<file path="src/rtl/a_mat_pkg.sv">
// Shared matrix-A constants and the fetch controller state encoding.
package a_mat_pkg;
   localparam int ELEM_W = 7;
   localparam int ROWS   = 8;
   localparam int COLS   = 4;
   localparam int WORD_W = 14;

   typedef enum logic [1:0] {IDLE, FETCH, DRAIN, DONE} state_e;
endpackage

</file>
<file path="src/rtl/a_word_fifo.sv">
// Two-entry word FIFO between the A ROM read port and the element serializer.
module a_word_fifo #(
   parameter int W = 14
) (
   input  logic         clk,
   input  logic         rst,
   input  logic         push,
   input  logic [W-1:0] din,
   input  logic         pop,
   output logic [W-1:0] dout,
   output logic [1:0]   occ
);
   logic [1:0][W-1:0] mem_q, mem_d;
   logic              wr_q, wr_d, rd_q, rd_d;
   logic [1:0]        occ_q, occ_d;
   logic              do_push, do_pop;

   always_comb begin
      do_pop  = pop && (occ_q != 2'd0);
      do_push = push && ((occ_q != 2'd2) || do_pop);
      mem_d   = mem_q;
      wr_d    = wr_q;
      rd_d    = rd_q;
      if (do_push) begin
         mem_d[wr_q] = din;
         wr_d        = ~wr_q;
      end
      if (do_pop) rd_d = ~rd_q;
      occ_d = occ_q + {1'b0, do_push} - {1'b0, do_pop};
   end

   always_ff @(posedge clk or posedge rst) begin
      if (rst) begin
         mem_q <= '0;
         wr_q  <= 1'b0;
         rd_q  <= 1'b0;
         occ_q <= 2'd0;
      end else begin
         mem_q <= mem_d;
         wr_q  <= wr_d;
         rd_q  <= rd_d;
         occ_q <= occ_d;
      end
   end

   assign dout = mem_q[rd_q];
   assign occ  = occ_q;
endmodule

</file>
<file path="src/rtl/a_fetch_ctrl.sv">
// Streams the 8x4 matrix-A ROM (16 words, 2 elements each) as 32 elements over valid/ready.
// Optional: define A_FETCH_STALL_CNT_EN to add the stall_cnt output.
module a_fetch_ctrl #(
   parameter int ELEM_W    = 7,
   parameter int NUM_WORDS = 16
) (
   input  logic              clk,
   input  logic              rst,
   input  logic              start,
   output logic [3:0]        rom_addr,
   input  logic [13:0]       A_input,
   output logic [ELEM_W-1:0] a_elem,
   output logic [2:0]        a_row,
   output logic [1:0]        a_col,
   output logic              a_valid,
   input  logic              a_ready,
   output logic              a_last,
   output logic              busy,
   output logic              done
`ifdef A_FETCH_STALL_CNT_EN
   ,output logic [15:0]      stall_cnt
`endif
);
   import a_mat_pkg::*;

   state_e      state_q, state_d;
   logic [3:0]  nxt_q, nxt_d;
   logic [3:0]  rom_addr_q, rom_addr_d;
   logic        infl_q, infl_d;
   logic [4:0]  idx_q, idx_d;
   logic        issue, hs, pop;
   logic [1:0]  occ;
   logic [13:0] head;

   a_word_fifo #(.W(WORD_W)) u_fifo (
      .clk  (clk),
      .rst  (rst),
      .push (infl_q),
      .din  (A_input),
      .pop  (pop),
      .dout (head),
      .occ  (occ)
   );

   // The address goes out in the issue cycle so a registered ROM returns the word next cycle.
   always_comb begin
      issue      = (state_q == FETCH) && ((occ == 2'd0) || (occ == 2'd1 && !infl_q));
      a_valid    = (occ != 2'd0);
      hs         = a_valid && a_ready;
      pop        = hs && idx_q[0];
      state_d    = state_q;
      nxt_d      = issue ? nxt_q + 4'd1 : nxt_q;
      idx_d      = hs ? idx_q + 5'd1 : idx_q;
      infl_d     = issue;
      rom_addr_d = issue ? nxt_q : rom_addr_q;
      case (state_q)
         IDLE:  if (start) begin
                   state_d = FETCH;
                   nxt_d   = 4'd0;
                   idx_d   = 5'd0;
                end
         FETCH: if (issue && nxt_q == 4'(NUM_WORDS - 1)) state_d = DRAIN;
         DRAIN: if (hs && idx_q == 5'(2 * NUM_WORDS - 1)) state_d = DONE;
         DONE:  state_d = IDLE;
         default: state_d = IDLE;
      endcase
   end

   always_ff @(posedge clk or posedge rst) begin
      if (rst) begin
         state_q    <= IDLE;
         nxt_q      <= 4'd0;
         rom_addr_q <= 4'd0;
         infl_q     <= 1'b0;
         idx_q      <= 5'd0;
      end else begin
         state_q    <= state_d;
         nxt_q      <= nxt_d;
         rom_addr_q <= rom_addr_d;
         infl_q     <= infl_d;
         idx_q      <= idx_d;
      end
   end

   // Element index maps directly: row = idx[2:0], col = idx[4:3], idx[0] selects low half.
   assign rom_addr = rom_addr_d;
   assign a_elem   = !a_valid ? '0 : (idx_q[0] ? head[ELEM_W-1:0] : head[2*ELEM_W-1:ELEM_W]);
   assign a_row    = a_valid ? idx_q[2:0] : 3'd0;
   assign a_col    = a_valid ? idx_q[4:3] : 2'd0;
   assign a_last   = a_valid && (idx_q == 5'(2 * NUM_WORDS - 1));
   assign busy     = (state_q != IDLE);
   assign done     = (state_q == DONE);

`ifdef A_FETCH_STALL_CNT_EN
   logic [15:0] stall_q, stall_d;

   always_comb begin
      stall_d = stall_q;
      if (state_q == IDLE && start) stall_d = 16'd0;
      else if (a_valid && !a_ready && stall_q != 16'hFFFF) stall_d = stall_q + 16'd1;
   end

   always_ff @(posedge clk or posedge rst) begin
      if (rst) stall_q <= 16'd0;
      else     stall_q <= stall_d;
   end

   assign stall_cnt = stall_q;
`endif
endmodule

</file>
<file path="config.mk">
export PLATFORM = sky130hd
export DESIGN_NAME = a_fetch_ctrl
export DESIGN_NICKNAME = d
export VERILOG_FILES = /design/src/rtl/a_mat_pkg.sv /design/src/rtl/a_word_fifo.sv /design/src/rtl/a_fetch_ctrl.sv
export SDC_FILE = /design/constraint.sdc
export NUM_CORES = 1
export LEC_CHECK = 0
export CORE_MARGIN = 3
export CORE_UTILIZATION = 48
export CTS_CLUSTER_SIZE = 10
export DETAILED_ROUTE_END_ITERATION = 6
export PLACE_DENSITY = 0.77
export REMOVE_ABC_BUFFERS = 1
export SLEW_MARGIN = 5
export SYNTH_ARGS = -nofsm -noshare
export SYNTH_HDL_FRONTEND = slang
export SYNTH_SLANG_ARGS = --single-unit
</file>
<file path="constraint.sdc">
create_clock -name clk -period 3.4 [get_ports clk]
set_clock_uncertainty 0.1 [all_clocks]
set_input_delay 0.34 -clock clk [delete_from_list [all_inputs] [get_ports clk]]
set_output_delay 0.34 -clock clk [all_outputs]
set_load 0.05 [all_outputs]
</file>
==> metrics.cfg <==
[clock_network]
clkSlewWorstSetupHoldPaths_ns=0.09
clockBufferDepth=2
cts_sinks=48
htree_levels=2
post_cts_resize_count=0
clk_root_buffer_cell=sky130_fd_sc_hd__clkbuf_8
cts_made_buffers=5
clock_insertion_delay_worst_skew_ns=0.29
cts_hold_buffers=0
postCtsSetupRepairBufs=0
cts_tree=built

[cells_and_area]
layout.cells.most_common_list=48 x sky130_fd_sc_hd__dfrtp_1, 37 x sky130_fd_sc_hd__clkdlybuf4s50_1, 23 x sky130_fd_sc_hd__mux2_2, 15 x sky130_fd_sc_hd__nor2b_1, 11 x sky130_fd_sc_hd__nor2_1
fill_cells=363
final_cell_count_no_fill=275
area_growth_syn_to_layout_pct=23.0
mostFrequentLayoutCell=sky130_fd_sc_hd__dfrtp_1
multi_input_gate_area_mm2=0.00110
post_route_cells_drive_above_1_share=0.257
antenna_cells=0
ff_latch_area_mm2=0.00120
num-nets-final=236

[timing]
setup-violations-final=0
fmax_mhz=334
final_hold_viol_count=0
timing.hold.ws_ns=0.409
rsz_0062_raised_after_global_routing=false
timing.slew.headroom=0.355
timing.final.crit_share=0.881
min_period_ns=3.00
totalNegativeSetupSlack_ns=0
final_slew_violations=0
tightestPinTransition_ns=0.966
postLayoutSetupSlackWorst_ns=0.404

[setup_path]
setup.worst_path.class=reg2out
critPathCaptureType=output port
start_kind=flop
worstPathMaxFanout=7
worst-r2r-cell-count=4
worst_ep_arrival_time_ns=2.56
required_ns=2.96

[detailed_routing]
detail-route-antenna-nets=0
violation_count_after_the_first_detailed_routing_iteration=58
routed_via_density=5.14
routed-via-count=1413
drt-pass1-iter-count=4
routed_wire_length_per_instance_um=15.8
drc=0
wirelength_mm=4.36

[placement]
globalplace.congestion=0.764
placed_cells=267
numPortBuffers=37
dp_hpwl_mm=3.20
pre_cts_slack_ns=0.725

[global_route]
grt_pass1_vias=1570
antenna_found_initial=0
grt_first_pass_wirelength_mm=7.57
grt_start_max_net_pins=49
globalRouteOverflowTotal=0
grt_use_total=0.162

[synthesis]
synth_adder_area_share=0.0476
synth_top_family_by_area=multiplexers
post_synth_instance_area_mm2=0.00237
synthCells=171
synth_seq_cells=48
post_synth_xor_area_fraction=0.0370
synth_mux_area_frac=0.252
simple_logic_cell_fraction_of_the_synthesized_area=0.0930
synth.lib_cells_used.distinct=30
synth_compound_gate_area_share=0.0349
synth-seq-area-share=0.507
yosysWarnings=0
synth.avg_cell_area_um2=13.8

[die]
core-area_mm2=0.00456
die_x_um=76.2
num_rows=24
design.portCount=38
die_area_mm2=0.00581
initial_util=0.519
die_height_um=76.2

[worst_hold_path]
hold-path-cell-count=1
worst_min_delay_path_class=reg2reg

[status]
run_status=finished clean

[job]
cap_viol_max_count=0

[power]
p_leak_nw=1.28
pwr_density_cell_mw_per_mm2=1110
max-vdd-ir-drop_mv=0.553

## through the flow
step | power, mW | utilization | cell area [µm²]
after global routing | 3.42 | 0.638 | 2910
after detailed placement | 2.82 | 0.610 | 2790
after floorplan | 2.30 | - | 2330
final | 3.23 | 0.638 | 2910
after CTS | 3.27 | 0.638 | 2910
after global placement | 2.74 | 0.610 | 2790
## cell families (layout without fill, tap and decap cells)
group,Yosys count,count (layout)
mux,43,43
simple gates,40,40
compound gates,7,7
buf+inv,14,53
xor+xnor,10,10
flops,48,48
fa+ha+maj,9,9
## cells in the mapped netlist, drive strengths merged
library cell,number,area [µm²]
xnor2,5,43.8
a22oi,1,7.51
and2b,1,7.51
nand2,3,11.3
mux2,33,409
mux4,7,158
clkbuf,3,11.3
buf,4,28.8
nand4,2,12.5
inv,7,26.3
nor2,12,52.6
xor2,5,43.8
o211ai,1,7.51
o21a,1,7.51
nand3,1,5.00
dfrtp,48,1200
ha,9,113
o21ai,1,5.00
and3,2,12.5
mux2i,3,30.0
and2,4,25.0
o311ai,1,26.3
o31ai,2,28.8
nor2b,15,93.8
## worst max-delay path, cell delays in order, from the launching register on
cell and delay (ns):
sky130_fd_sc_hd__dfrtp_1 0.42, sky130_fd_sc_hd__inv_1 0.09, sky130_fd_sc_hd__ha_1 0.16, sky130_fd_sc_hd__and2b_1 0.15, sky130_fd_sc_hd__and2_1 0.32, sky130_fd_sc_hd__mux2_2 0.40
sky130_fd_sc_hd__clkdlybuf4s50_1 0.72
## routing by layer
layer / share of wire / global-route usage / wire, µm / vias up
li1: - / - / - / 662
met5: 0 / 0 / 0 / -
met4: 0.0041 / 0.0435 / 18 / 0
met1: 0.45 / 0.209 / 1940 / 719
met3: 0.036 / 0.0378 / 159 / 2
met2: 0.51 / 0.276 / 2240 / 30
## final timing paths
check                           slack [ns]          start          endpoint
max in group asynchronous             2.11            rst  u_fifo.mem_q[10]
worst min-delay path                  0.41  rom_addr_q[3]     rom_addr_q[3]
worst max-delay path                  0.40     state_q[1]       rom_addr[1]
worst min register to register        0.41  rom_addr_q[3]     rom_addr_q[3]
min in group asynchronous             0.49            rst  u_fifo.mem_q[20]
worst max register to register        1.00  u_fifo.occ[0]  u_fifo.mem_q[14]
## area by class of cell
class,instances,share of cell area
multi-input cells,109,0.378
clock buffers,7,0.0331
inverters,7,0.00902
flip-flops and latches,48,0.412
well taps,65,0.0279
repair buffers,38,0.130
clock inverters,1,0.0103
## flip-flops by register name, summed over array words and instances (netlist names)
name          cells
infl_q            1
nxt_q             4
u_fifo.wr_q       1
idx_q             5
u_fifo.occ        2
u_fifo.rd_q       1
u_fifo.mem_q     28
rom_addr_q        4
state_q           2
## power by group
| part | switching (mW) | internal, mW | total, mW |
|---|---|---|---|
| clock | 0.180 | 0.259 | 0.439 |
| sequential | 0.236 | 0.831 | 1.07 |
| combinational | 0.932 | 0.790 | 1.72 |
No activity file was read; power rests on OpenSTA's default activity.
